==> src/rtl/fetch_pkg.sv <==
// Shared encodings and defaults for the instruction fetch controller.
package fetch_pkg;

  typedef enum logic [1:0] {
    BR_SEQ   = 2'b00,
    BR_PCREL = 2'b01,
    BR_JALR  = 2'b10
  } branch_e;

  typedef enum logic [1:0] {
    FETCH     = 2'b00,
    WAIT_RESP = 2'b01,
    DRAIN     = 2'b10
  } fetch_state_e;

  localparam logic [31:0] RESET_PC_DEFAULT = 32'h0000_0000;

  // Instruction addresses are always word aligned once loaded into pc.
  function automatic logic [31:0] word_align(input logic [31:0] addr);
    return addr & 32'hFFFF_FFFC;
  endfunction

endpackage

==> src/rtl/fetch_buf.sv <==
// One-entry valid/ready holding register between instruction memory and decode.
module fetch_buf (
  input  logic        clk,
  input  logic        rst_n,
  input  logic        load,
  input  logic        clear,
  input  logic [31:0] load_pc,
  input  logic [31:0] load_inst,
  input  logic        if_ready,
  output logic        if_valid,
  output logic [31:0] if_pc,
  output logic [31:0] if_inst
);

  logic        vld_p0;
  logic [31:0] pc_p0;
  logic [31:0] inst_p0;

  // Stage p0: a clear (redirect) beats a reload; a reload beats a transfer.
  always_ff @(posedge clk or negedge rst_n) begin
    if (!rst_n) begin
      vld_p0  <= 1'b0;
      pc_p0   <= '0;
      inst_p0 <= '0;
    end else begin
      if (clear)
        vld_p0 <= 1'b0;
      else if (load)
        vld_p0 <= 1'b1;
      else if (if_ready)
        vld_p0 <= 1'b0;
      if (load && !clear) begin
        pc_p0   <= load_pc;
        inst_p0 <= load_inst;
      end
    end
  end

  assign if_valid = vld_p0;
  assign if_pc    = pc_p0;
  assign if_inst  = inst_p0;

endmodule

==> src/rtl/fetch_ctrl.sv <==
// Instruction fetch controller: single-outstanding memory requests, branch redirect and flush.
module fetch_ctrl
  import fetch_pkg::*;
#(
  parameter logic [31:0] RESET_PC = RESET_PC_DEFAULT
) (
  input  logic        clk,
  input  logic        rst_n,
  input  logic [1:0]  branchctrl,
  input  logic [31:0] pc_target,
  input  logic [31:0] jalr_target,
  output logic        im_req,
  output logic [31:0] im_addr,
  input  logic        im_ready,
  input  logic        im_rvalid,
  input  logic [31:0] im_rdata,
  output logic        if_valid,
  output logic [31:0] if_pc,
  output logic [31:0] if_inst,
  input  logic        if_ready,
  output logic        flush,
  output logic        misalign_err
);

  fetch_state_e state, state_nxt;
  logic [31:0]  pc, pc_nxt;
  logic         redirect;
  logic [31:0]  target;
  logic         target_mis;
  logic         buf_free;
  logic         handshake;
  logic         buf_load;

  always_comb begin
    redirect   = 1'b0;
    target     = pc;
    target_mis = 1'b0;
    case (branchctrl)
      BR_PCREL: begin
        redirect   = 1'b1;
        target     = word_align(pc_target);
        target_mis = |pc_target[1:0];
      end
      BR_JALR: begin
        redirect   = 1'b1;
        target     = word_align(jalr_target);
        target_mis = jalr_target[1];
      end
      default: ;
    endcase
  end

  // Request side looks only at state, pc and buffer occupancy, never at branchctrl.
  assign buf_free  = !if_valid || if_ready;
  assign im_req    = rst_n && (state == FETCH) && buf_free;
  assign im_addr   = pc;
  assign handshake = im_req && im_ready;
  assign flush     = rst_n && redirect;

  always_comb begin
    state_nxt = state;
    pc_nxt    = pc;
    buf_load  = 1'b0;
    case (state)
      FETCH: begin
        if (handshake)
          state_nxt = redirect ? DRAIN : WAIT_RESP;
      end
      WAIT_RESP: begin
        if (redirect) begin
          state_nxt = im_rvalid ? FETCH : DRAIN;
        end else if (im_rvalid) begin
          buf_load  = 1'b1;
          pc_nxt    = pc + 32'd4;
          state_nxt = FETCH;
        end
      end
      DRAIN: begin
        if (im_rvalid)
          state_nxt = FETCH;
      end
      default: state_nxt = FETCH;
    endcase
    if (redirect)
      pc_nxt = target;
  end

  // Stage p0: control state, pc and the sticky error flag.
  always_ff @(posedge clk or negedge rst_n) begin
    if (!rst_n) begin
      state        <= FETCH;
      pc           <= RESET_PC;
      misalign_err <= 1'b0;
    end else begin
      state        <= state_nxt;
      pc           <= pc_nxt;
      misalign_err <= misalign_err | (redirect & target_mis);
    end
  end

  fetch_buf u_buf (
    .clk       (clk),
    .rst_n     (rst_n),
    .load      (buf_load),
    .clear     (redirect),
    .load_pc   (pc),
    .load_inst (im_rdata),
    .if_ready  (if_ready),
    .if_valid  (if_valid),
    .if_pc     (if_pc),
    .if_inst   (if_inst)
  );

endmodule

==> config.mk <==
export PLATFORM = sky130hd
export DESIGN_NAME = fetch_ctrl
export DESIGN_NICKNAME = d
export VERILOG_FILES = /design/src/rtl/fetch_pkg.sv /design/src/rtl/fetch_buf.sv /design/src/rtl/fetch_ctrl.sv
export SDC_FILE = /design/constraint.sdc
export NUM_CORES = 1
export LEC_CHECK = 0
export BUFFER_PORTS_ARGS = -buffer_cell sky130_fd_sc_hd__buf_4
export CAP_MARGIN = 20
export CORE_UTILIZATION = 45
export CTS_CLUSTER_SIZE = 30
export DETAILED_ROUTE_END_ITERATION = 8
export PLACE_DENSITY = 0.76
export REMOVE_ABC_BUFFERS = 1
export SLEW_MARGIN = 15
export SYNTH_ARGS = -nofsm -noshare
export SYNTH_HDL_FRONTEND = slang
export SYNTH_SLANG_ARGS = --single-unit
==> constraint.sdc <==
create_clock -name clk -period 5.2 [get_ports clk]
set_input_delay 0.52 -clock clk [delete_from_list [all_inputs] [get_ports clk]]
set_output_delay 0.52 -clock clk [all_outputs]
set_load 0.02 [all_outputs]
==> results of run 1 <==
cell usage after synthesis, types with 2 or more instances:
| master | n | share of area, % |
|---|---|---|
| a21o_1 | 3 | 0.46 |
| a21oi_1 | 30 | 3.1 |
| a31oi_1 | 3 | 0.38 |
| a41o_1 | 2 | 0.41 |
| and3_1 | 2 | 0.26 |
| and4_1 | 2 | 0.36 |
| buf_1 | 3 | 0.23 |
| buf_2 | 7 | 0.72 |
| buf_4 | 4 | 0.61 |
| clkbuf_1 | 14 | 1.1 |
| dfrtp_1 | 96 | 49 |
| ha_1 | 4 | 1.0 |
| inv_1 | 11 | 0.85 |
| mux2_2 | 85 | 20 |
| mux2i_1 | 15 | 3.1 |
| nand2_1 | 31 | 2.4 |
| nand2b_1 | 3 | 0.38 |
| nand3_1 | 19 | 1.9 |
| nand4_1 | 10 | 1.3 |
| nand4_2 | 2 | 0.51 |
| nor2_1 | 11 | 0.85 |
| nor3_1 | 5 | 0.51 |
| nor3_2 | 2 | 0.41 |
| nor4_1 | 2 | 0.26 |
| nor4b_2 | 2 | 0.61 |
| o21ai_0 | 19 | 1.9 |
| o21bai_1 | 2 | 0.31 |
| o22ai_1 | 27 | 3.5 |
worst max-delay path, delay by kind of cell:
family	cells	cell delay [ns]
AO/OA/AOI/OAI	3	0.40
AND/OR/NAND/NOR	1	0.45
adder cells (fa/ha/maj)	1	0.74
buffers and inverters	5	1.14
through the flow:
stage | std cells | total power (uW)
after floorplan | 409 | 2090
after global placement | 747 | 2760
after detailed placement | 747 | 2810
after CTS | 763 | 3320
after global routing | 764 | 3490
final | 764 | 3290
placed cells by master (no fill, tap or decap), types with 2 or more instances in the layout:
master    count
dfrtp_1      96
nand4_1      10
clkbuf_8     10
nor4b_2       2
and4_1        2
ha_1          3
mux2i_1      15
o21ai_0      19
nand2_1      31
a31oi_1       3
nor3_2        2
a41o_1        2
nand3_1      19
clkinv_2      2
a21o_1        3
nor2_1       11
conb_1        4
buf_4       202
nand4_2       2
nand2b_1      3
and3_1        2
a21oi_1      30
o21bai_1      2
nor3_1        5
mux2_2       85
inv_1        11
nor4_1        2
o22ai_1      27
worst max path at each step:
stage                                   end  slack [ns]           from
3_5_place_dp        im_addr[31]$_DFFE_PN0P_        1.48  branchctrl[0]
2_1_floorplan  u_buf.if_inst[0]$_DFFE_PN0P_        0.85  branchctrl[0]
5_1_grt             im_addr[11]$_DFFE_PN0P_        1.87  branchctrl[0]
4_1_cts             im_addr[31]$_DFFE_PN0P_        1.89  branchctrl[0]
6_report            im_addr[11]$_DFFE_PN0P_        2.16  branchctrl[0]
3_3_place_gp         im_addr[6]$_DFFE_PN0P_        1.67  branchctrl[0]
power by group through the flow:
stage | sequential (uW) | clock (uW) | combinational [uW]
finish | 1310 | 503 | 1470
global route | 1370 | 548 | 1570
CTS | 1320 | 517 | 1480
detailed placement | 1330 | 0 | 1480
global placement | 1310 | 0 | 1450
floorplan | 1650 | 0 | 449
flip-flops by register name (all words and copies together), names as in the netlist:
| name | count |
|---|---|
| state | 2 |
| u_buf.if_inst | 32 |
| misalign_err | 1 |
| u_buf.if_pc | 30 |
| u_buf.if_valid | 1 |
| im_addr | 30 |
layer usage:
metal  track usage [%]  part of all wire (%)
met5                 0                     0
met4              9.03                   1.8
met3              3.74                   6.2
met2              39.4                    51
met1              29.1                    41
layout make-up:
| class | count | share of cell area [%] |
|---|---|---|
| sequential | 96 | 36.0 |
| multi-input combinational | 302 | 34.8 |
| timing repair buffer | 203 | 23.0 |
| tap | 136 | 2.55 |
| clock buffer | 10 | 2.06 |
| clock inverter | 6 | 1.01 |
| inverter | 11 | 0.619 |
logic make-up (layout without fill, tap and decap cells):
group	Yosys count	in the layout	share of synthesized area, %
simple gates	102	102	12.1
mux	101	101	23.0
flops	96	96	49.2
compound gates	91	91	11.0
buf+inv	40	230	3.59
fa+ha+maj	4	4	1.02
other cells	1	4	0.0768
==> results.yml, run 1 <==
critical_path:
  cp.required_ns: 5.43
  r2r_end: "im_addr[11]$_DFFE_PN0P_"
  crit_chain: "buf_4 -> inv_1 -> ha_2 -> inv_1 -> a22oi_2 -> buf_4 -> nand2_1 -> buf_8 -> o22ai_1 -> a21oi_1"
  startpoint_type: "primary input"
  arrival_ns: 3.27
  r2r_cells: 7
  crit_fanout: 53
  endpoint_kind: "flop"
  rrSetupSlack_ns: 2.81
  cp_slowest_cell: "ha_2"
  cpPeakStageDelay_ns: 0.74
  crit_type: "primary input to flop"
  rr_startpoint: "state[1]$_DFFE_PN0P_"
synthesis:
  async_flop_share_pct: 100
  yosys_warnings: 0
  syn_area_sq_um: 4880
  avgSynthCellArea_sq_um: 11.2
  ys_ff_latch: 96
  synth_ff_type: "dfrtp_1"
  yosysSeqAreaShare_pct: 49.2
  yosysUniqueCellTypes: 47
  synth-edff-count: 0
  postSynthCellCount: 435
placement:
  port_buffers: 197
  dp_slack_ns: 1.48
  dpl.hpwl_mm: 8.91
  placed_area_sq_um: 6450
  gp_congestion: 0.764
timing:
  final-hold-violation-count: 0
  fin_skew_ns: 0.0101
  fin_ws_ns: 2.16
  setup_viol: 0
  hold_ws_ns: 0.137
  rsz0062_at_grt: "no"
  tightest_slew_ns: 0.833
  fin_crit_sh_pct: 58.5
  drv_slew: 0
  fmaxAchievable_ghz: 0.329
  period_minus_slack_ns: 3.04
  slew_headroom_pct: 44.5
  finalSetupTns_ns: 0
global_routing:
  grt_pass1_vias: 4009
  track_usage_pct: 23.0
  grt_pass1_wl_mm: 20.2
  antenna_found_initial: 0
  grt_overflow: 0
  grt_max_degree: 55
clock_network:
  cts_sinks: 96
  cts_max_level: 3
  cts_hold_buffers: 0
  cts_tree: "built"
  clk_pin_slew_ns: 0.09
  clk_latency_ns: 0.37
  cts.repair.resized: 0
  clockBufferDepth: 2
  cts_root_buf: "clkbuf_8"
  cts_made_buffers: 9
  cts_setup_buffers: 0
floorplanning:
  ios: 203
  die_height_microns: 106
  die_width_microns: 106
  start_util_pct: 46.9
  fp.dieArea_sq_um: 11300
  coreArea_sq_um: 10400
  row_count: 37
pwr:
  internal_power_uw: 1980
  seqPwrFrac_pct: 40.0
  power.leakage_uw: 0.00321
  p_per_area_nw_per_um2: 493
  clkPwrFrac_pct: 15.3
  irDropWorstVdd_mv: 0.255
  combPwrFrac_pct: 44.7
  netSwitchingPower_uw: 1300
  sw_frac_of_total_pct: 39.7
route:
  viasPerCell: 5.42
  dr.pass1.iters: 4
  wl_per_cell_microns: 16.4
  drcViolationCount: 0
  wl_mm: 12.6
  drtIter0Drc: 156
  postRouteAntennaNets: 0
  vias: 4142
finish:
  areaGrowthSynthToFinish_pct: 36.6
  final_core_util_pct: 64.0
  nets: 730
  fillers: 863
  design_area_sq_um: 6670
  final-seq-area_sq_um: 2400
  drive_gt1_share_pct: 51.0
  num_antenna_cells: 0
  multiInputGateArea_sq_um: 2320
min_path:
  hp-class: "primary input to async pin"
outcome:
  status: "complete, no violations"
job:
  cap_viol_max_count: 0
(Power assumes the default switching activity.)
==> inputs of run 2 (changes only) <==
--- a/config.mk
+++ b/config.mk
@@ -5,12 +5,13 @@
 export SDC_FILE = /design/constraint.sdc
 export NUM_CORES = 1
 export LEC_CHECK = 0
+export ABC_AREA = 1
 export BUFFER_PORTS_ARGS = -buffer_cell sky130_fd_sc_hd__buf_4
 export CAP_MARGIN = 20
 export CORE_UTILIZATION = 45
 export CTS_CLUSTER_SIZE = 30
 export DETAILED_ROUTE_END_ITERATION = 8
-export PLACE_DENSITY = 0.76
+export PLACE_DENSITY = 0.78
 export REMOVE_ABC_BUFFERS = 1
 export SLEW_MARGIN = 15
 export SYNTH_ARGS = -nofsm -noshare
==> constraint.sdc (replaced) <==
create_clock -name clk -period 2.5 [get_ports clk]
set_input_delay 0.25 -clock clk [delete_from_list [all_inputs] [get_ports clk]]
set_output_delay 0.25 -clock clk [all_outputs]
set_load 0.02 [all_outputs]
==> results.yml, run 2 <==
outcome:
  status: "complete, no violations"
critical_path:
  crit_type: "flop to flop"
  cp.required_ns: 2.72
  critPathBufInv: 3
  crit_chain: "nand2_2 -> clkinv_1 -> nand3_4 -> buf_12 -> buf_4 -> o21ai_0"
  cp_slowest_cell: "dfrtp_1"
  cpPeakStageDelay_ns: 0.42
  cp_top_family: "buffers and inverters"
  arrival_ns: 1.95
  crit_fanout: 45
  startpoint_type: "flop"
  endpoint_kind: "flop"
floorplanning:
  die_width_microns: 110
  start_util_pct: 46.1
  row_count: 39
  ios: 203
  coreArea_sq_um: 11400
  die_height_microns: 110
  fp.dieArea_sq_um: 12100
finish:
  final_common_cell: "buf_4"
  drive_gt1_share_pct: 33.5
  final_core_util_pct: 62.5
  num_antenna_cells: 0
  areaGrowthSynthToFinish_pct: 35.5
  fillers: 998
  final_cell_mix: "208 x buf_4, 126 x nand2_1, 110 x nor2_1"
  nets: 940
  largest_reg_flops: 32
synthesis:
  syn_area_sq_um: 5240
  synthTopCellsByCount: "126 x nand2_1, 110 x nor2_1, 96 x dfrtp_1"
  ys_ff_latch: 96
  avgSynthCellArea_sq_um: 8.17
  async_flop_share_pct: 100
  synth_ff_type: "dfrtp_1"
  postSynthCellCount: 641
  yosysUniqueCellTypes: 32
  yosysSeqAreaShare_pct: 45.9
  synthTopCellsByArea: "dfrtp_1 46%, nand2_1 9.0%, nor2_1 7.9%"
  yosysTopAreaCell: "dfrtp_1"
  yosysMostFrequentCell: "nand2_1"
  yosysTopAreaCellShare_pct: 45.9
  synth-edff-count: 0
  yosys_warnings: 0
route:
  drcViolationCount: 0
  wl_mm: 14.6
  dr.pass1.iters: 5
  postRouteAntennaNets: 0
  wl_per_cell_microns: 14.9
  drtIter0Drc: 293
  vias: 4926
  viasPerCell: 5.02
pwr:
  netSwitchingPower_uw: 3370
  clkPwrFrac_pct: 15.9
  p_per_area_nw_per_um2: 1130
  seqPwrFrac_pct: 35.4
  power.leakage_uw: 0.00371
  irDropWorstVdd_mv: 0.718
  sw_frac_of_total_pct: 42.1
  internal_power_uw: 4640
  combPwrFrac_pct: 48.7
global_routing:
  antenna_found_initial: 0
  grt_pass1_wl_mm: 22.5
  grt_pass1_vias: 4669
  grt_overflow: 0
  grt_max_degree: 61
  track_usage_pct: 24.3
clock_network:
  cts_sinks: 96
  cts_made_buffers: 9
  clk_pin_slew_ns: 0.06
  clk_latency_ns: 0.35
  cts_max_level: 3
  cts_root_buf: "clkbuf_16"
  cts_tree: "built"
  clockBufferDepth: 2
  cts.repair.resized: 0
timing:
  slew_headroom_pct: 50.1
  period_minus_slack_ns: 1.73
  finalSetupTns_ns: 0
  tightest_slew_ns: 0.749
  fmaxAchievable_ghz: 0.578
  hold_ws_ns: 0.138
  fin_skew_ns: 0.00806
  fin_crit_sh_pct: 69.2
  setup_viol: 0
  final-hold-violation-count: 0
  drv_slew: 0
  rsz0062_at_grt: "no"
  fin_ws_ns: 0.770
placement:
  gp_congestion: 0.860
  dpl.hpwl_mm: 10.6
  port_buffers: 197
  dp_slack_ns: 0.490
min_path:
  hp-class: "primary input to flop"
job:
  cap_viol_max_count: 0
-- run 2: cell types whose count changed after synthesis, sizes merged, moves of 8 or more --
cell,previous run,this run
mux2,86,33
mux2i,15,0
nand2,31,133
inv,11,54
buf,14,22
nand3,20,47
o21ai,19,78
a21oi,30,19
o22ai,27,1
nand4,12,0
nor2,11,122
-- run 2: path summary, 6_finish.rpt --
kind	from	to	slack [ns]	cells past startpoint
worst min-delay path	im_rdata[4]	u_buf.if_inst[4]$_DFFE_PN0P_	0.14	2
max in group asynchronous	rst_n	u_buf.if_inst[20]$_DFFE_PN0P_	1.20	3
worst max-delay path	state[0]$_DFFE_PN0P_	u_buf.if_pc[18]$_DFFE_PN0P_	0.77	6
min in group asynchronous	rst_n	u_buf.if_pc[19]$_DFFE_PN0P_	0.30	2
worst max register to register	state[0]$_DFFE_PN0P_	u_buf.if_pc[18]$_DFFE_PN0P_	0.77	6
worst min register to register	misalign_err$_DFF_PN0_	misalign_err$_DFF_PN0_	0.48	1
-- run 2: logic make-up (layout without fill, tap and decap cells) --
group                      after synthesis  after routing  share of synthesized area [%]
muxes                                   33             33                           8.60
DFF                                     96             96                           45.9
buffers and inverters                   87            281                           7.67
other                                    1              4                         0.0716
AOI/OAI and AO/OA                      111            111                           11.4
and+or+nand+nor                        309            309                           25.5
adders and majority gates                4              4                          0.955
-- run 2: final cells by class --
cell class / instances / area (sq um) / area share [%]
Timing Repair Buffer: 210 / 1590 / 22.4
Clock buffer: 13 / 250 / 3.52
Sequential cell: 96 / 2400 / 33.8
Tap cell: 143 / 179 / 2.52
Clock inverter: 3 / 17.5 / 0.247
Multi-Input combinational cell: 461 / 2450 / 34.6
Inverter: 55 / 206 / 2.91
-- run 2: per-stage QoR --
stage	cells	instance area, sq um	power (uW)
finish	981	7100	8010
global route	981	7100	8550
CTS	981	7100	8090
detailed placement	964	6820	6780
global placement	964	6820	6660
floorplan	612	5050	5020
-- run 2: metal layers --
| metal | part of all wire (%) | track usage [%] | vias up |
|---|---|---|---|
| met5 | 0 | 0 | - |
| met4 | 1.6 | 10.2 | 0 |
| met3 | 7.0 | 3.97 | 18 |
| met2 | 47 | 39.9 | 179 |
| met1 | 44 | 31.7 | 2276 |
| li1 | - | - | 2453 |
-- run 2: power by group through the flow --
stage | Combinational (uW) | Clock, uW | Sequential (uW)
detailed placement | 3930 | 0 | 2850
global route | 4260 | 1350 | 2930
CTS | 3940 | 1310 | 2830
global placement | 3850 | 0 | 2810
floorplan | 1460 | 0 | 3560
finish | 3900 | 1270 | 2840
-- run 2: repair_timing --
action                                 CTS  global route
hold buffers                             1             0
buffers inserted                         0             0
endpoints found under the hold margin    9             0
-- run 2: worst reg2reg max path: cells and delay by family, from the launching register on --
family | cells | cell delay, ns
AO/OA/AOI/OAI | 1 | 0.12
flip-flops | 1 | 0.42
buffers and inverters | 3 | 0.74
AND/OR/NAND/NOR | 2 | 0.34
==> inputs of run 3 (changes only) <==
==> constraint.sdc (replaced) <==
create_clock -name clk -period 1.4 [get_ports clk]
set_input_delay 0.14 -clock clk [delete_from_list [all_inputs] [get_ports clk]]
set_output_delay 0.14 -clock clk [all_outputs]
set_load 0.02 [all_outputs]
==> results.yml, run 3 (same netlist as run 2, synthesis figures left out) <==
route:
  wl_mm: 18.8
  dr.pass1.iters: 5
  wl_per_cell_microns: 17.8
  drcViolationCount: 0
  vias: 5732
  postRouteAntennaNets: 0
  viasPerCell: 5.42
  drtIter0Drc: 497
timing:
  fmaxAchievable_ghz: 0.649
  finalSetupTns_ns: -3.16
  drv_slew: 0
  fin_ws_ns: -0.140
  period_minus_slack_ns: 1.54
  fin_skew_ns: 0.00697
  final-hold-violation-count: 0
  rsz0062_at_grt: "yes"
  setup_viol: 51
  fin_crit_sh_pct: 110
clock_network:
  cts_sinks: 96
  cts_root_buf: "clkbuf_16"
  clockBufferDepth: 2
  clk_pin_slew_ns: 0.07
  cts_made_buffers: 9
  clk_latency_ns: 0.35
  cts_max_level: 3
  cts_tree: "built"
placement:
  dp.cells: 1009
  gp_congestion: 0.880
  placed_area_sq_um: 7240
  port_buffers: 197
  dp_slack_ns: -0.183
  dpl.hpwl_mm: 11.9
global_routing:
  grt_max_degree: 89
  grt_overflow: 0
  grt_pass1_wl_mm: 26.6
  grt_pass1_vias: 5404
  track_usage_pct: 28.8
  antenna_found_initial: 0
finish:
  fillers: 829
  areaGrowthSynthToFinish_pct: 58.6
  nets: 1016
  drive_gt1_share_pct: 45.8
  final_cell_mix: "251 x buf_4, 116 x nand2_1, 99 x nor2_1"
  num_antenna_cells: 0
  design_area_sq_um: 8310
  largest_reg_flops: 32
  fin_cells: 1057
  final_common_cell: "buf_4"
floorplanning:
  die_height_microns: 110
  die_width_microns: 110
  ios: 203
  fp.dieArea_sq_um: 12100
  start_util_pct: 46.1
  coreArea_sq_um: 11400
  row_count: 39
pwr:
  irDropWorstVdd_mv: 1.19
  power.leakage_uw: 0.00430
  p_per_area_nw_per_um2: 1990
min_path:
  hp-class: "primary input to flop"
  min_from: "im_rdata[30]"
outcome:
  status: "complete, but fails checks"
  violations: "negative setup slack"
critical_path:
  crit_type: "flop to flop"
  cp.required_ns: 1.67
  crit_fanout: 6
  arrival_ns: 1.81
  crit_start: "im_addr[3]$_DFFE_PN0P_"
  endpoint_kind: "flop"
  rr_startpoint: "im_addr[3]$_DFFE_PN0P_"
  startpoint_type: "flop"
job:
  cap_viol_max_count: 0
run 3: cell count changes in the layout (fill, tap and decap cells not counted), moves of 8 or more:
cell / before / now
buf_12: 1 / 10
buf_4: 208 / 251
buf_6: 0 / 13
nand2_1: 126 / 116
nand3_1: 46 / 38
nand3_2: 0 / 8
nor2_1: 110 / 99
o21ai_0: 76 / 46
o21ai_1: 0 / 21
run 3: critical path: stages, from the launching register on:
cell and delay (ns):
dfrtp_1 0.41, ha_4 0.17, nand2_4 0.07, nor2_4 0.14, nand2_4 0.11, nor2_4 0.19, nand2_1 0.08, nand2_1 0.08
nand3_2 0.07, a21oi_2 0.13
run 3: path summary, 6_finish.rpt:
| kind | to | slack [ns] | depth (start not counted) |
|---|---|---|---|
| worst max register to register | im_addr[28]$_DFFE_PN0P_ | -0.14 | 9 |
| worst min-delay path | u_buf.if_inst[30]$_DFFE_PN0P_ | 0.02 | 2 |
| worst max-delay path | im_addr[28]$_DFFE_PN0P_ | -0.14 | 9 |
| min in group asynchronous | u_buf.if_pc[17]$_DFFE_PN0P_ | 0.32 | 2 |
| worst min register to register | misalign_err$_DFF_PN0_ | 0.49 | 1 |
| max in group asynchronous | im_addr[24]$_DFFE_PN0P_ | 0.25 | 3 |
run 3: cell type report:
cell class	count	area, sq um	share of cell area (%)
Multi-Input combinational cell	461	2730	32.9
Timing Repair Buffer	286	2490	30.0
Sequential cell	96	2410	29.0
Clock buffer	10	239	2.88
Inverter	55	215	2.59
Tap cell	143	179	2.15
Clock inverter	6	43.8	0.527
run 3: metrics by stage:
| stage | hold WS (ns) | total power, uW | utilization (%) |
|---|---|---|---|
| floorplan | -0.156 | 8970 | - |
| global placement | -0.0115 | 12500 | 63.6 |
| detailed placement | -0.0138 | 12800 | 63.6 |
| CTS | 0.0138 | 15600 | 68.6 |
| global route | 0.0145 | 17400 | 73.1 |
| finish | 0.0188 | 16500 | 73.1 |
run 3: power by group:
group	switching, uW	leakage, uW	total, uW	internal (uW)
Combinational	4910	0.00301	9150	4240
Sequential	994	0.00115	5000	4000
Clock	1130	0.000139	2390	1260
Total	7030	0.00430	16500	9510
run 3: repair_timing:
action	in CTS	in global routing
gates cloned	4	5
endpoints found under the hold margin	84	0
hold buffers	1	0
pin swaps	13	23
setup endpoints to repair	53	70
resized for setup	31	100
setup buffers	7	16
run 3: routing by layer:
layer,global-route usage [%],share of wire [%]
met5,0,0
met4,11.1,3.1
met3,6.70,9.4
met2,45.6,47
met1,38.1,40
